`config.mk`:
```
export PLATFORM = sky130hd
export DESIGN_NAME = wt_store_wbuf
export DESIGN_NICKNAME = d
export VERILOG_FILES = /design/src/rtl/wt_store_wbuf.sv
export SDC_FILE = /design/constraint.sdc
export NUM_CORES = 1
export LEC_CHECK = 0
export CAP_MARGIN = 10
export CORE_ASPECT_RATIO = 1.2
export CORE_UTILIZATION = 53
export CTS_CLUSTER_SIZE = 28
export DETAILED_ROUTE_END_ITERATION = 10
export GPL_TIMING_DRIVEN = 0
export PLACE_DENSITY_LB_ADDON = 0.08
export SYNTH_ARGS = -nofsm -noshare
export SYNTH_HDL_FRONTEND = slang
export SYNTH_SLANG_ARGS = --single-unit
```
`constraint.sdc`:
```
create_clock -name clk_i -period 6 [get_ports clk_i]
set_input_delay 0.6 -clock clk_i [delete_from_list [all_inputs] [get_ports clk_i]]
set_output_delay 0.6 -clock clk_i [all_outputs]
set_load 0.005 [all_outputs]
```
`src/rtl/wt_store_wbuf.sv`:
```
// Write-through store buffer: queues committed stores, merges bytes into the
// youngest unissued entry, issues in order and retires on in-order acks.
module wt_store_wbuf #(
  parameter int XLEN  = 32,
  parameter int PLEN  = 34,
  parameter int DEPTH = 2,
  parameter int TID_W = 2
) (
  input  logic              clk_i,
  input  logic              rst_ni,
  input  logic              st_valid_i,
  output logic              st_ready_o,
  input  logic [PLEN-1:0]   st_paddr_i,
  input  logic [XLEN-1:0]   st_data_i,
  input  logic [XLEN/8-1:0] st_be_i,
  input  logic              st_nc_i,
  output logic              mem_req_o,
  input  logic              mem_gnt_i,
  output logic [PLEN-1:0]   mem_paddr_o,
  output logic [XLEN-1:0]   mem_data_o,
  output logic [XLEN/8-1:0] mem_be_o,
  output logic [TID_W-1:0]  mem_tid_o,
  input  logic              mem_ack_i,
  input  logic [TID_W-1:0]  mem_ack_tid_i,
  input  logic [PLEN-1:0]   ld_paddr_i,
  output logic              ld_hit_o,
  output logic              empty_o
);
  localparam int NB  = XLEN / 8;
  localparam int OFF = $clog2(NB);
  localparam int AW  = PLEN - OFF;
  localparam int PW  = $clog2(DEPTH);

  typedef enum logic [1:0] {S_FREE, S_PEND, S_FLIGHT} slot_e;

  slot_e           r_state     [DEPTH];
  slot_e           w_state_nxt [DEPTH];
  logic [AW-1:0]   r_waddr     [DEPTH];
  logic [XLEN-1:0] r_data      [DEPTH];
  logic [NB-1:0]   r_be        [DEPTH];
  logic            r_nc        [DEPTH];

  logic [PW-1:0] r_alloc_ptr, r_issue_ptr, r_retire_ptr, w_young_ptr;
  logic [AW-1:0] w_st_waddr, w_ld_waddr;
  logic          w_merge, w_alloc_free, w_accept, w_alloc, w_grant;
  logic          w_unused;

  assign w_st_waddr  = st_paddr_i[PLEN-1:OFF];
  assign w_ld_waddr  = ld_paddr_i[PLEN-1:OFF];
  assign w_unused    = ^{st_paddr_i[OFF-1:0], ld_paddr_i[OFF-1:0]};
  assign w_young_ptr = r_alloc_ptr - PW'(1);

  // Merge never targets the issue slot, so a same-cycle grant cannot race it.
  assign w_merge = (r_state[w_young_ptr] == S_PEND) & ~r_nc[w_young_ptr] & ~st_nc_i &
                   (r_waddr[w_young_ptr] == w_st_waddr) & (w_young_ptr != r_issue_ptr);
  assign w_alloc_free = (r_state[r_alloc_ptr] == S_FREE);
  assign st_ready_o   = w_merge | w_alloc_free;
  assign w_accept     = st_valid_i & st_ready_o;
  assign w_alloc      = w_accept & ~w_merge;

  assign mem_req_o   = (r_state[r_issue_ptr] == S_PEND);
  assign w_grant     = mem_req_o & mem_gnt_i;
  assign mem_paddr_o = {r_waddr[r_issue_ptr], {OFF{1'b0}}};
  assign mem_data_o  = r_data[r_issue_ptr];
  assign mem_be_o    = r_be[r_issue_ptr];
  assign mem_tid_o   = TID_W'(r_issue_ptr);

  always_comb begin
    for (int i = 0; i < DEPTH; i++) w_state_nxt[i] = r_state[i];
    if (w_alloc)   w_state_nxt[r_alloc_ptr]  = S_PEND;
    if (w_grant)   w_state_nxt[r_issue_ptr]  = S_FLIGHT;
    if (mem_ack_i) w_state_nxt[r_retire_ptr] = S_FREE;
  end

  always_comb begin
    ld_hit_o = 1'b0;
    empty_o  = 1'b1;
    for (int i = 0; i < DEPTH; i++) begin
      if (r_state[i] != S_FREE) begin
        empty_o = 1'b0;
        if (r_waddr[i] == w_ld_waddr) ld_hit_o = 1'b1;
      end
    end
  end

  always_ff @(posedge clk_i or negedge rst_ni) begin
    if (!rst_ni) begin
      for (int i = 0; i < DEPTH; i++) r_state[i] <= S_FREE;
      r_alloc_ptr  <= '0;
      r_issue_ptr  <= '0;
      r_retire_ptr <= '0;
    end else begin
      for (int i = 0; i < DEPTH; i++) r_state[i] <= w_state_nxt[i];
      if (w_alloc)   r_alloc_ptr  <= r_alloc_ptr + PW'(1);
      if (w_grant)   r_issue_ptr  <= r_issue_ptr + PW'(1);
      if (mem_ack_i) r_retire_ptr <= r_retire_ptr + PW'(1);
    end
  end

  // Payload is qualified by slot state, so it needs no reset.
  always_ff @(posedge clk_i) begin
    if (w_alloc) begin
      r_waddr[r_alloc_ptr] <= w_st_waddr;
      r_data[r_alloc_ptr]  <= st_data_i;
      r_be[r_alloc_ptr]    <= st_be_i;
      r_nc[r_alloc_ptr]    <= st_nc_i;
    end else if (w_accept) begin
      r_be[w_young_ptr] <= r_be[w_young_ptr] | st_be_i;
      for (int b = 0; b < NB; b++)
        if (st_be_i[b]) r_data[w_young_ptr][8*b +: 8] <= st_data_i[8*b +: 8];
    end
  end

  a_ack_tid: assert property (@(posedge clk_i) disable iff (!rst_ni)
    mem_ack_i |-> (mem_ack_tid_i == TID_W'(r_retire_ptr)));
  a_ack_flight: assert property (@(posedge clk_i) disable iff (!rst_ni)
    mem_ack_i |-> (r_state[r_retire_ptr] == S_FLIGHT));
endmodule
```
==> reports/qor.yml <==
outcome: "completed"
fillers: 865
drc: 0
grt_max_degree: 40
dp_hpwl_microns: 12300
syn-instance-count: 451
fp.dieH_microns: 128
synth_area_sq_um: 7010
ir_drop_uv: 279
ys_async_sr_fraction: 0.0483
yosys.area.top_type_share: 0.592
initial_core_util: 0.548
cts_buffer_depth: 2
htree_levels: 4
clock_sinks: 145
grt_first_pass_wirelength_microns: 25500
grt_pass1_vias: 4790
synth-seq-area-share: 0.617
r2r-start: "r_alloc_ptr"
gp_congestion: 0.834
avgRoutedWirePerCell_microns: 20.2
netlist_top_cells_area: "edfxtp_1, mux2_2, xnor2_1"
antenna_found_initial: 0
yosys.area.top_type: "edfxtp_1"
synth-simple-area-share: 0.0468
cp_num_cells: 12
rsz0062_at_grt: "false"
cts_buffers: 17
antennaDiodeCount: 0
slew_headroom: 0.222
nets: 763
powerDensity_nw_per_um2: 431
dp_slack_ns: 2.06
worst-path-buf-inv: 6
dr.pass1.iters: 4
skew_ns: 0.00867
cts_setup_buffers: 0
drt_iter0_markers: 207
ant_nets: 0
slew_viol_final: 0
hold_class: "input port to async pin"
hold_viol_final: 0
routed_wl_microns: 16700
fin_total_pwr_mw: 4.14
synth_top_family_by_area: "multiplexers"
dieWidth_microns: 107
setup_tns_ns: 0
required_ns: 5.40
crit_chain: "buf_6 -> buf_6 -> buf_4 -> mux2i_1 -> xnor2_1 -> nor4_1 -> nand4_1 -> nor3_2 -> buf_6 -> buf_8 -> a211o_1 -> clkdlybuf4s50_1"
postCtsHoldBufs: 0
setup_viol: 0
vias: 4481
synthAdderAreaFrac: 0
cp-end-kind: "output port"
insertion_delay_ns: 0.41
maxCapViolations: 0
synth_compound_area_frac: 0.0316
path_clk_slew_ns: 0.06
port_buffers: 178
drive_gt1_frac: 0.181
cts_resized: 0
cts_tree: "done"
via_per_inst: 5.41
crit_top_cell: "buf_6"
synth-xor-area-share: 0.124
ys_types: 38
critPathArrivalTime_ns: 3.43
avgSynthCellArea_sq_um: 15.5
synth.most_common_cell: "edfxtp_1"
rr_worst_depth: 11
slowest_delay_ns: 0.50
period_minus_slack_ns: 4.03
reg2reg_slack_ns: 2.50
root_buffer: "clkbuf_16"
ys.flop_type: "edfxtp_1"
synth-edff-count: 138
synth_commonest_cells: "edfxtp_1, mux2_2, xnor2_1"
r2r-end: "r_data[1][0]"
ys_warn_count: 0
clock.fmax_mhz: 248
crit_path_top_delay_cell: "clkdlybuf4s50_1"
syn_to_final_growth_pct: 37.2
grt_overflow_total: 0
core_sq_um: 12800
gr-usage-all-layers: 0.256
critPathKind: "register to output port"
synthMuxAreaShare: 0.160
setup.worst_path.start_class: "register"
power_leakage_nw: 3.38
critical_path.top_delay_family: "buffers and inverters"
crit_fanout: 10
fin_ws_ns: 1.97
worstMarginPinSlew_ns: 1.16
num_io_pins: 188
std_cell_rows: 45
finalCritPeriodShare: 0.672
ys_ff_latch: 145
dieArea_sq_um: 13700
## placed cells by master, fill, tap and decap left out, drive strengths merged, types with 3 or more instances in the layout
cell type,netlist,final
nand3,4,4
dfrtp,7,7
conb,1,3
xnor2,61,61
mux2,73,73
buf,17,18
nor2b,4,4
mux2i,30,30
edfxtp,138,138
clkdlybuf4s50,0,178
clkinv,0,5
a31oi,4,4
xor2,38,38
clkinvlp,0,3
nor2,6,6
inv,2,6
nand4,11,11
a21oi,4,4
nor3,6,6
a31o,9,9
a41o,4,4
clkbuf,4,22
nor4,14,14
## report_power, final
group	switching [mW]	internal (mW)
clock network	0.420	0.617
logic	0.721	0.902
registers	0.116	1.36
total	1.26	2.88
## layer usage
metal | track usage | share of wire
met5 | 0 | 0
met4 | 0.0919 | 0.021
met3 | 0.0630 | 0.059
met2 | 0.462 | 0.54
met1 | 0.294 | 0.38
## registers in the layout, indices dropped and copies added, names as in the netlist
name / count
r_nc: 2
r_issue_ptr: 1
r_retire_ptr: 1
r_data: 64
r_waddr: 64
r_state: 4
r_alloc_ptr: 1
r_be: 8
## cells by family (layout without fill, tap and decap cells)
group,after synthesis,in the layout
multiplexers,103,103
AO/OA/AOI/OAI,28,28
AND/OR/NAND/NOR,52,52
buffers and inverters,23,234
other,1,3
flip-flops,145,145
XOR/XNOR,99,99
## layout make-up
type / instances / area (sq um) / area share
clock inverters: 14 / 154 / 0.0160
flip-flops and latches: 145 / 4320 / 0.449
repair buffers: 179 / 1810 / 0.188
well taps: 164 / 205 / 0.0214
inverters: 2 / 7.51 / 0.000781
clock buffers: 18 / 429 / 0.0447
plain buffers: 21 / 136 / 0.0142
multi-input cells: 285 / 2550 / 0.265
## per-stage QoR
step                      hold slack [ns]  utilization  area [sq um]  instances
after CTS                           0.443        0.750          9580        827
after detailed placement            0.513        0.704          9000        795
final                               0.448        0.752          9610        828
after floorplan                     0.304            -          7010        453
after global placement              0.502        0.704          9000        795
after global routing                0.462        0.752          9610        828
## worst max-delay path by stage
| stage | from | to | slack, ns |
|---|---|---|---|
| finish | r_alloc_ptr | st_ready_o | 1.97 |
| global route | r_alloc_ptr | st_ready_o | 1.83 |
| CTS | r_alloc_ptr | st_ready_o | 1.94 |
| detailed placement | ld_paddr_i[6] | ld_hit_o | 2.06 |
| global placement | ld_paddr_i[17] | ld_hit_o | 2.08 |
| floorplan | r_alloc_ptr | r_data[1][0] | 3.25 |
Note: power is estimated with default switching activity, not from simulation.
